`config.mk`:
```
export PLATFORM = sky130hd
export DESIGN_NAME = dmem_arbiter
export DESIGN_NICKNAME = d
export VERILOG_FILES = /design/src/rtl/dmem_arbiter.sv
export SDC_FILE = /design/constraint.sdc
export NUM_CORES = 1
export LEC_CHECK = 0
export BUFFER_PORTS_ARGS = -buffer_cell sky130_fd_sc_hd__buf_2
export CAP_MARGIN = 20
export CORE_AREA = 4 4 113 115
export CTS_BUF_LIST = sky130_fd_sc_hd__clkbuf_8
export CTS_CLUSTER_DIAMETER = 40
export DETAILED_ROUTE_END_ITERATION = 12
export DIE_AREA = 0 0 117 119
export PLACE_DENSITY = 0.52
export REMOVE_ABC_BUFFERS = 1
export SYNTH_ARGS = -nofsm -noshare
export SYNTH_HDL_FRONTEND = slang
export SYNTH_SLANG_ARGS = --single-unit
```
`constraint.sdc`:
```
create_clock -name clk -period 1.99 [get_ports clk]
set_input_delay 0.4975 -clock clk [delete_from_list [all_inputs] [get_ports clk]]
set_output_delay 0.4975 -clock clk [all_outputs]
set_load 0.03 [all_outputs]
```
`src/rtl/dmem_arbiter.sv`:
```
// dmem_arbiter: two-port data memory arbiter with a port-1 exclusive lock.
// Port 0 is the core data port and port 1 is the debug/loader port. Grants are
// combinational. Contention is resolved round-robin, and port 1 can lock out
// port 0. Reads return data one cycle after the grant on the issuing port.
// Optional feature: define DMEM_ARB_PERF_EN to add 32-bit performance counters
// (perf_gnt0, perf_gnt1, perf_conflict).
module dmem_arbiter #(
    parameter int ADDR_W = 14
) (
    input  logic              clk,
    input  logic              rst,
    input  logic              p0_req,
    input  logic              p0_op,
    input  logic [31:0]       p0_addr,
    input  logic [3:0]        p0_mask,
    input  logic [31:0]       p0_wdata,
    input  logic              p1_req,
    input  logic              p1_op,
    input  logic [31:0]       p1_addr,
    input  logic [3:0]        p1_mask,
    input  logic [31:0]       p1_wdata,
    input  logic              p1_lock,
    output logic              p0_gnt,
    output logic              p1_gnt,
    output logic              p0_rvalid,
    output logic              p1_rvalid,
    output logic [31:0]       p0_rdata,
    output logic [31:0]       p1_rdata,
    output logic              mem_en,
    output logic              mem_op,
    output logic [ADDR_W-1:0] mem_addr,
    output logic [3:0]        mem_mask,
    output logic [31:0]       mem_wdata,
    input  logic [31:0]       mem_rdata
`ifdef DMEM_ARB_PERF_EN
    ,
    output logic [31:0]       perf_gnt0,
    output logic [31:0]       perf_gnt1,
    output logic [31:0]       perf_conflict
`endif
);

    typedef enum logic {
        OPEN   = 1'b0,
        LOCKED = 1'b1
    } lock_state_t;

    lock_state_t lock_state;
    lock_state_t lock_next;

    // last_gnt = 1 means port 1 was granted most recently, so port 0 wins the next tie
    logic last_gnt;
    logic rd_pend;
    logic rd_port;

    // Byte-offset and high address bits never reach the word-addressed memory
    logic unused_addr_bits;
    assign unused_addr_bits = ^{p0_addr[31:ADDR_W+2], p0_addr[1:0],
                                p1_addr[31:ADDR_W+2], p1_addr[1:0]};

    // Lock state, round-robin history and pending-read tag; rst is active-low
    always_ff @(posedge clk or negedge rst) begin
        if (!rst) begin
            lock_state <= OPEN;
            last_gnt   <= 1'b1;
            rd_pend    <= 1'b0;
            rd_port    <= 1'b0;
        end else begin
            lock_state <= lock_next;
            rd_pend    <= mem_en && !mem_op;
            if (mem_en) begin
                last_gnt <= p1_gnt;
                rd_port  <= p1_gnt;
            end
        end
    end

    // Grant selection and lock next-state; nothing is granted while in reset
    always_comb begin
        p0_gnt    = 1'b0;
        p1_gnt    = 1'b0;
        lock_next = lock_state;
        if (rst) begin
            case (lock_state)
                OPEN: begin
                    if (p0_req && p1_req) begin
                        p0_gnt = last_gnt;
                        p1_gnt = !last_gnt;
                    end else begin
                        p0_gnt = p0_req;
                        p1_gnt = p1_req;
                    end
                    if (p1_gnt && p1_lock) begin
                        lock_next = LOCKED;
                    end
                end
                LOCKED: begin
                    p1_gnt = p1_req;
                    if (!p1_lock) begin
                        lock_next = OPEN;
                    end
                end
                default: lock_next = OPEN;
            endcase
        end
    end

    // Memory request mux; all fields are zero when no port is granted
    always_comb begin
        mem_en    = p0_gnt | p1_gnt;
        mem_op    = 1'b0;
        mem_addr  = '0;
        mem_mask  = 4'h0;
        mem_wdata = 32'h0;
        if (p1_gnt) begin
            mem_op    = p1_op;
            mem_addr  = p1_addr[ADDR_W+1:2];
            mem_mask  = p1_op ? p1_mask : 4'h0;
            mem_wdata = p1_wdata;
        end else if (p0_gnt) begin
            mem_op    = p0_op;
            mem_addr  = p0_addr[ADDR_W+1:2];
            mem_mask  = p0_op ? p0_mask : 4'h0;
            mem_wdata = p0_wdata;
        end
    end

    // Read response steering back to the port that issued the read
    always_comb begin
        p0_rvalid = rd_pend && !rd_port;
        p1_rvalid = rd_pend && rd_port;
        p0_rdata  = p0_rvalid ? mem_rdata : 32'h0;
        p1_rdata  = p1_rvalid ? mem_rdata : 32'h0;
    end

`ifdef DMEM_ARB_PERF_EN
    logic [31:0] cnt_gnt0;
    logic [31:0] cnt_gnt1;
    logic [31:0] cnt_conflict;

    // Free-running wrap-around counters of grants and contended cycles
    always_ff @(posedge clk or negedge rst) begin
        if (!rst) begin
            cnt_gnt0     <= 32'h0;
            cnt_gnt1     <= 32'h0;
            cnt_conflict <= 32'h0;
        end else begin
            cnt_gnt0     <= cnt_gnt0 + {31'h0, p0_gnt};
            cnt_gnt1     <= cnt_gnt1 + {31'h0, p1_gnt};
            cnt_conflict <= cnt_conflict + {31'h0, p0_req & p1_req};
        end
    end

    assign perf_gnt0     = cnt_gnt0;
    assign perf_gnt1     = cnt_gnt1;
    assign perf_conflict = cnt_conflict;
`endif

endmodule

```
==> results by group, run 1 <==
Setup path
  – CP required: 1.49 ns
  – Worst setup EP type: output pin
  – Critical Path Fanout Max: 6
  – Startpoint types: register
  – CP Class: register to output pin
  – WP data arrival: 1.69 ns

Floorplan
  – Ports: 295
  – Die area: 13,900 um2
  – Core box area: 11,800 um2
  – Starting Density: 10.4%
  – Die height: 119 um
  – Row count: 40
  – Die W: 117 um

Logic synthesis
  – Mapped Cells: 160
  – Synth top area share: 32.8%
  – Synth area leaders: a22o_1, and2_1, and3_1
  – Register area share after synthesis: 8.24%
  – Yosys reg bits: 4
  – Yosys cell types: 25
  – Ys Warns: 0
  – Syn Area/Cell: 7.69 um2
  – Area leader, netlist: a22o_1
  – Post-synthesis cell area: 1230 um2

Route
  – Via density per instance: 4.17
  – Residual DRC: 0
  – Drt pass-1 iters: 4
  – Final wirelength: 8250 um
  – Vias: 2,376
  – Wire per inst: 14.5 um
  – Initial DRC count: 93
  – Post-route ant nets: 0

Clock tree
  – Skew-Pair Late Insertion Delay: 0.22 ns
  – Worst-path clk slew: 0.03 ns
  – CTS tree: yes
  – Sink Count: 4
  – Hold-fix buffers, CTS: 0
  – CTS buffer count: 3
  – Root buffer cell: clkbuf_8
  – Htree depth: 1
  – CTS max path bufs: 2

Global routing
  – Remaining Overflow, GRT: 0
  – First-pass GRT wire length: 10,600 um
  – Initial antenna violation count: 0
  – Vias in the first global route: 2,238
  – Largest net degree at the start of global routing: 36
  – Total GRT Usage: 9.40%

Place
  – Dpl cells: 556
  – Hpwl dp: 6060 um
  – GPL Wtd Cong: 0.833
  – Port Buffer Count: 258

Job
  – Max_cap viols: 0

Final layout
  – Antenna cell count: 0
  – Area delta synth->final: 166%
  – Fin cells: 570
  – Share of cells above drive strength 1: 69.7%
  – Fillers: 1,247
  – Layout Nets: 599

Timing
  – Minimum clock period: 2.18 ns
  – Fin crit share: 110%
  – Slew headroom: 82.4%
  – Setup Viol. Count Final: 52
  – Final Slew Violations: 0
  – F_max: 458 MHz
  – Slew @ Worst Pin: 0.265 ns
  – Worst Skew: 0.00539 ns
  – RSZ-0062 raised after global routing: yes
  – Final Hold Viols: 0
  – Final Worst Setup Slack: -0.195 ns

Min path
  – Min-Delay Path Class: input pin to asynchronous set/reset pin

Power and ir drop
  – Clock power share: 11.7%
  – Seq pwr share: 7.6%
  – Sw frac: 48.2%
  – Peak VDD IR: 0.000443 V
  – P_leak: 2.02 nW
  – Total power: 1.48 mW
  – Power Dens Cells: 453 nW/um2
  – Sw Pwr: 0.714 mW
  – Combinational share of power: 80.7%
  – Power Internal: 0.768 mW

Status
  – Failing checks: negative setup slack
  – Outcome: complete, but fails checks
==> worst max-delay path: stages (launching register included) <==
cell	delay, ns
dfstp_2	0.51
and2b_2	0.23
nor2_4	0.14
buf_12	0.15
clkbuf_16	0.16
a22o_1	0.14
buf_6	0.13
==> per-layer routing <==
metal | up-vias | GRT usage (%) | wire, um
li1 | 1138 | - | -
met1 | 1051 | 9.63 | 3020
met2 | 181 | 19.0 | 4250
met3 | 6 | 2.49 | 922
met4 | 0 | 1.00 | 57
met5 | - | 0 | 0
==> synth_stat cells (all sizes together) <==
cell and number:
nor2 1, and2b 1, clkbuf 8, dfstp 1
nand2 6, o21ai 1, nor2b 2, o32ai 1
a21oi 2, buf 11, a32o 4, and3 33
inv 2, o21a 1, a22o 46, dfrtp 3
and2 34, a21o 1, nand3b 2
==> cell families (layout without fill, tap and decap cells) <==
kind of cell	Yosys count	in the layout	share of synthesized area, %
simple gates	79	79	40.4
compound gates	56	56	39.3
buf+inv	21	284	12.1
flops	4	4	8.24
==> final timing paths <==
kind,from,to,slack [ns],cells past startpoint
max in group asynchronous,rst,last_gnt,1.55,2
min in group clk,p1_op,rd_pend,0.52,2
min,rst,rd_pend,0.23,2
max reg2reg,last_gnt,rd_pend,0.78,6
min reg2reg,lock_state,lock_state,0.59,2
max,last_gnt,mem_wdata[27],-0.19,6
==> placed cells by master (no fill, tap or decap), types with 2 or more instances in the layout <==
cell type / instances
buf_2: 205
buf_6: 54
a22o_1: 44
and2_1: 33
and3_1: 32
buf_4: 9
nand2_1: 5
a32o_2: 4
buf_12: 4
clkbuf_8: 3
clkbuf_16: 3
dfrtp_1: 3
a22o_4: 2
nor2b_1: 2
inv_1: 2
a21oi_1: 2
buf_16: 2
==> per-stage QoR <==
step	setup WS, ns	TNS (ns)	instance area, um2	hold slack (ns)	util [%]
2_1_floorplan	-0.713	-42.72	1090	0.202	-
4_1_cts	-0.211	-9.53	3150	0.232	26.7
3_3_place_gp	-0.0737	-0.567	2680	0.456	22.7
5_1_grt	-0.254	-12.22	3270	0.254	27.7
6_report	-0.195	-8.49	3270	0.234	27.7
3_5_place_dp	-0.0939	-1.14	2680	0.464	22.7
==> power groups by stage <==
stage	Clock, mW	Sequential (mW)	Combinational [mW]
final	0.173	0.113	1.20
after global routing	0.185	0.116	1.27
after CTS	0.179	0.113	1.15
after detailed placement	0	0.118	0.953
after global placement	0	0.119	0.944
after floorplan	0	0.139	0.543
==> state kept, by name, summed over array words and instances, names as in the netlist <==
register / cells
rd_pend: 1
lock_state: 1
last_gnt: 1
rd_port: 1
==> repair_timing <==
| item | CTS | global route |
|---|---|---|
| gates resized for setup | 111 | 8 |
| gates cloned | 2 | 4 |
| setup endpoints to repair | 52 | 53 |
| buffers inserted | 3 | 1 |
| hold endpoints to repair | 0 | 0 |
| pin swaps | 7 | 14 |
==> layout make-up <==
| class | instances | area [um2] | area share, % |
|---|---|---|---|
| Tap cell | 147 | 184 | 5.62 |
| Clock buffer | 3 | 41.3 | 1.26 |
| Timing Repair Buffer | 278 | 1930 | 58.9 |
| Multi-Input combinational cell | 135 | 1000 | 30.7 |
| Clock inverter | 1 | 3.75 | 0.115 |
| Sequential cell | 4 | 101 | 3.10 |
| Inverter | 2 | 10.0 | 0.306 |
No activity file was read; power rests on OpenSTA's default activity.
==> run 2, diff against run 1 <==
--- a/config.mk
+++ b/config.mk
@@ -13,7 +13,6 @@
 export DETAILED_ROUTE_END_ITERATION = 12
 export DIE_AREA = 0 0 117 119
 export PLACE_DENSITY = 0.52
-export REMOVE_ABC_BUFFERS = 1
 export SYNTH_ARGS = -nofsm -noshare
 export SYNTH_HDL_FRONTEND = slang
 export SYNTH_SLANG_ARGS = --single-unit
==> results by group, run 2 (same netlist as run 1, synthesis figures left out) <==
Power and ir drop
  – P_leak: 1.99 nW
  – Peak VDD IR: 0.000299 V
  – Power Dens Cells: 463 nW/um2

Timing
  – Setup Viol. Count Final: 52
  – Hold slack: 0.217 ns
  – Slew headroom: 81.8%
  – Slew @ Worst Pin: 0.273 ns
  – Final Worst Setup Slack: -0.221 ns
  – Setup_tns: -9.49 ns
  – Fin crit share: 111%
  – RSZ-0062 raised after global routing: yes
  – Final Slew Violations: 0
  – Final Hold Viols: 0
  – Worst Skew: 0.00324 ns
  – Minimum clock period: 2.21 ns
  – F_max: 452 MHz

Clock tree
  – CTS buffer count: 3
  – Root buffer cell: clkbuf_8
  – CTS tree: yes
  – Sink Count: 4
  – Skew-Pair Late Insertion Delay: 0.22 ns
  – Worst-path clk slew: 0.04 ns
  – Hold-fix buffers, CTS: 0
  – CTS max path bufs: 2
  – Htree depth: 1

Final layout
  – Most common cell after layout, fill and taps aside: buf_2
  – Share of cells above drive strength 1: 69.1%
  – Area delta synth->final: 159%
  – Commonest non-fill, non-tap cells in the layout: buf_2, buf_6, a22o_1
  – Antenna cell count: 0
  – Fin cells: 568
  – Fillers: 1,304
  – Layout Nets: 597

Route
  – Residual DRC: 0
  – Via density per instance: 4.14
  – Post-route ant nets: 0
  – Final wirelength: 8770 um
  – Vias: 2,351
  – Drt pass-1 iters: 4
  – Wire per inst: 15.4 um
  – Initial DRC count: 128

Setup path
  – CP Class: register to output pin
  – Worst-path cell chain: buf_4, nand3b_1, nand2_2, inv_4, buf_12, a22o_1, buf_6
  – Worst setup EP type: output pin
  – Startpoint types: register
  – Critical path's largest stage delay: 0.52 ns
  – Critical Path Fanout Max: 23
  – WP data arrival: 1.71 ns
  – CP required: 1.49 ns
  – Worst path slowest cell: dfstp_2

Status
  – Failing checks: negative setup slack
  – Outcome: complete, but fails checks

Global routing
  – First-pass GRT wire length: 11,700 um
  – Largest net degree at the start of global routing: 47
  – M1 GR Usage: 12.3%
  – Initial antenna violation count: 1
  – Top Usage Layer GRT: met2
  – GRT met2 Usage: 19.0%
  – Remaining Overflow, GRT: 0
  – Met3 usage: 2.54%
  – Total GRT Usage: 10.4%
  – Vias in the first global route: 2,188

Floorplan
  – Ports: 295
  – Die W: 117 um
  – Die height: 119 um
  – Row count: 40
  – Starting Density: 10.4%
  – Core box area: 11,800 um2
  – Die area: 13,900 um2

Place
  – Place WS: -0.0702 ns
  – GPL Wtd Cong: 0.836
  – Dpl cells: 557
  – Port Buffer Count: 258
  – Hpwl dp: 6720 um

Logic synthesis
  – Synth Net Count: 335

Min path
  – Min-Delay Path Class: input pin to asynchronous set/reset pin

Job
  – Max_cap viols: 0
## run 2: cell types whose count changed in the layout (fill, tap and decap cells not counted), sizes merged
cell,previous run,this run
clkbuf,6,4
## run 2: path summary, 6_finish.rpt
check | from | endpoint | slack, ns | cells after the start
max in group asynchronous | rst | last_gnt | 1.57 | 2
min reg2reg | lock_state | lock_state | 0.57 | 2
min in group clk | p1_op | rd_pend | 0.49 | 2
min | rst | rd_pend | 0.22 | 2
max reg2reg | lock_state | rd_pend | 0.82 | 3
max | last_gnt | mem_wdata[25] | -0.22 | 7
## run 2: final cells by class
class                   instances  area (um2)  share of cell area (%)
inverters                       2        10.0                   0.314
clock inverters                 1        3.75                   0.118
multi-input cells             135         993                    31.2
repair buffers                276        1850                    58.2
flip-flops and latches          4         101                    3.18
well taps                     147         184                    5.77
clock buffers                   3        41.3                    1.30
## run 2: timing repair
item / 4_1_cts / 5_1_grt
gates cloned: 2 / 2
setup endpoints to repair: 52 / 52
buffers inserted: 2 / 1
resized for setup: 109 / 4
pin swaps: 3 / 24
## run 2: metal layers
layer  wire (um)  share of wire (%)
met5          13               0.15
met4          65               0.74
met3         825                9.4
met2        4580                 52
met1        3290                 37
## run 2: where the power goes
part | switching (mW) | internal (mW) | total [mW]
Sequential | 0.0109 | 0.104 | 0.115
Combinational | 0.665 | 0.515 | 1.18
Clock | 0.0491 | 0.132 | 0.181
Total | 0.725 | 0.751 | 1.48
## run 2: worst max-delay path, delay by kind of cell (launching register included)
family                 cells  cell delay (ns)
flip-flops                 1             0.52
buffers and inverters      4             0.49
AO/OA/AOI/OAI              1             0.26
AND/OR/NAND/NOR            2             0.21
## run 2: stage by stage
step	utilization [%]	area (um2)	total power [mW]
6_report	27.0	3190	1.48
2_1_floorplan	-	1230	0.730
5_1_grt	27.0	3190	1.56
4_1_cts	26.5	3130	1.46
3_5_place_dp	22.6	2670	1.09
3_3_place_gp	22.6	2670	1.08
==> run 3, diff against run 2 <==
--- a/config.mk
+++ b/config.mk
@@ -12,7 +12,7 @@
 export CTS_CLUSTER_DIAMETER = 40
 export DETAILED_ROUTE_END_ITERATION = 12
 export DIE_AREA = 0 0 117 119
-export PLACE_DENSITY = 0.52
+export SKIP_CTS_REPAIR_TIMING = 1
 export SYNTH_ARGS = -nofsm -noshare
 export SYNTH_HDL_FRONTEND = slang
 export SYNTH_SLANG_ARGS = --single-unit
==> results by group, run 3 (same netlist as run 1, synthesis figures left out) <==
Route
  – Final wirelength: 8000 um
  – Post-route ant nets: 0
  – Initial DRC count: 70
  – Vias: 2,256
  – Via density per instance: 3.96
  – Wire per inst: 14.1 um
  – Residual DRC: 0
  – Drt pass-1 iters: 4

Setup path
  – Startpoint types: register
  – Worst path slowest cell: dfstp_2
  – Worst-path cell chain: and2b_2, nor2_4, buf_12, clkbuf_16, a32o_1, buf_6
  – Critical Path Fanout Max: 7
  – Worst setup EP type: output pin
  – CP Class: register to output pin
  – Critical path's largest stage delay: 0.54 ns
  – WP data arrival: 1.74 ns
  – CP required: 1.49 ns

Floorplan
  – Starting Density: 10.4%
  – Ports: 295
  – Die W: 117 um
  – Die height: 119 um
  – Core box area: 11,800 um2
  – Row count: 40
  – Die area: 13,900 um2

Final layout
  – Layout Nets: 598
  – Antenna cell count: 0
  – Fillers: 1,290
  – Share of cells above drive strength 1: 68.7%
  – Final Util: 26.8%
  – Area delta synth->final: 157%
  – Commonest non-fill, non-tap cells in the layout: buf_2, buf_6, a22o_1
  – Most common cell after layout, fill and taps aside: buf_2
  – Sequential Area: 101 um2
  – Multi-input logic area: 991 um2

Timing
  – Setup Viol. Count Final: 52
  – Worst Skew: 0.00416 ns
  – Final Slew Violations: 0
  – Slew headroom: 82.7%
  – Slew @ Worst Pin: 0.258 ns
  – Final Worst Setup Slack: -0.250 ns
  – Fin crit share: 113%
  – Setup_tns: -10.78 ns
  – RSZ-0062 raised after global routing: yes
  – Minimum clock period: 2.24 ns
  – Final Hold Viols: 0
  – F_max: 447 MHz

Global routing
  – Largest net degree at the start of global routing: 53
  – Initial antenna violation count: 0
  – Remaining Overflow, GRT: 0
  – Total GRT Usage: 8.39%
  – First-pass GRT wire length: 9870 um
  – Vias in the first global route: 2,052

Power and ir drop
  – P_leak: 1.97 nW
  – Peak VDD IR: 0.000566 V
  – Power Dens Cells: 454 nW/um2

Clock tree
  – Worst-path clk slew: 0.03 ns
  – Htree depth: 1
  – Root buffer cell: clkbuf_8
  – CTS buffer count: 3
  – Sink Count: 4
  – CTS max path bufs: 2
  – CTS tree: yes
  – Skew-Pair Late Insertion Delay: 0.22 ns

Status
  – Outcome: complete, but fails checks
  – Failing checks: negative setup slack

Place
  – Port Buffer Count: 258
  – Hpwl dp: 5730 um
  – GPL Wtd Cong: 0.751

Job
  – Max_cap viols: 0

Min path
  – Min-Delay Path Class: input pin to asynchronous set/reset pin

Logic synthesis
  – Synth Net Count: 335
==> run 3: cell types whose count changed in the layout (fill, tap and decap cells not counted), sizes merged <==
cell | previous run | this run
clkbuf | 4 | 5
==> run 3: path summary, 6_finish.rpt <==
kind                               end  cells after the start  slack (ns)       start
max reg2reg                    rd_pend                      3        0.81  lock_state
max                        mem_mask[2]                      6       -0.25    last_gnt
min                         lock_state                      2        0.22         rst
max in group asynchronous     last_gnt                      2        1.57         rst
min reg2reg                   last_gnt                      2        0.49    last_gnt
min in group clk              last_gnt                      2        0.49    last_gnt
==> run 3: through the flow <==
stage	std cells	setup WS, ns	instance area (um2)	power (mW)	hold slack (ns)
2_1_floorplan	160	0.0655	1230	0.730	0.202
3_3_place_gp	559	-0.0969	2700	1.07	0.449
3_5_place_dp	559	-0.105	2700	1.07	0.449
4_1_cts	563	-0.289	2740	1.26	0.218
5_1_grt	569	-0.314	3160	1.53	0.231
6_report	569	-0.250	3160	1.44	0.222
==> run 3: metal layers <==
metal  vias to the layer above  GRT usage, %  part of all wire (%)
met5                         -             0                     0
met4                         0         0.932                  0.17
li1                       1134             -                     -
met1                       997          10.7                    41
met3                         2          1.22                   7.3
met2                       123          15.1                    51
==> run 3: layout make-up <==
class | instances | area share, %
Tap cell | 147 | 5.81
Inverter | 2 | 0.237
Clock inverter | 1 | 0.119
Multi-Input combinational cell | 135 | 31.3
Sequential cell | 4 | 3.20
Timing Repair Buffer | 277 | 58.0
Clock buffer | 3 | 1.31
==> run 3: report_power, final <==
| part | total [mW] | switching (mW) | internal (mW) |
|---|---|---|---|
| clock | 0.179 | 0.0473 | 0.132 |
| combinational | 1.14 | 0.641 | 0.497 |
| sequential | 0.117 | 0.0130 | 0.104 |
| total | 1.44 | 0.702 | 0.734 |
==> run 3: worst max-delay path: cells and delay by family, from the launching register on <==
| kind | cells | cell delay (ns) |
|---|---|---|
| buffers and inverters | 3 | 0.42 |
| DFF | 1 | 0.54 |
| AOI/OAI and AO/OA | 1 | 0.19 |
| and+or+nand+nor | 2 | 0.36 |
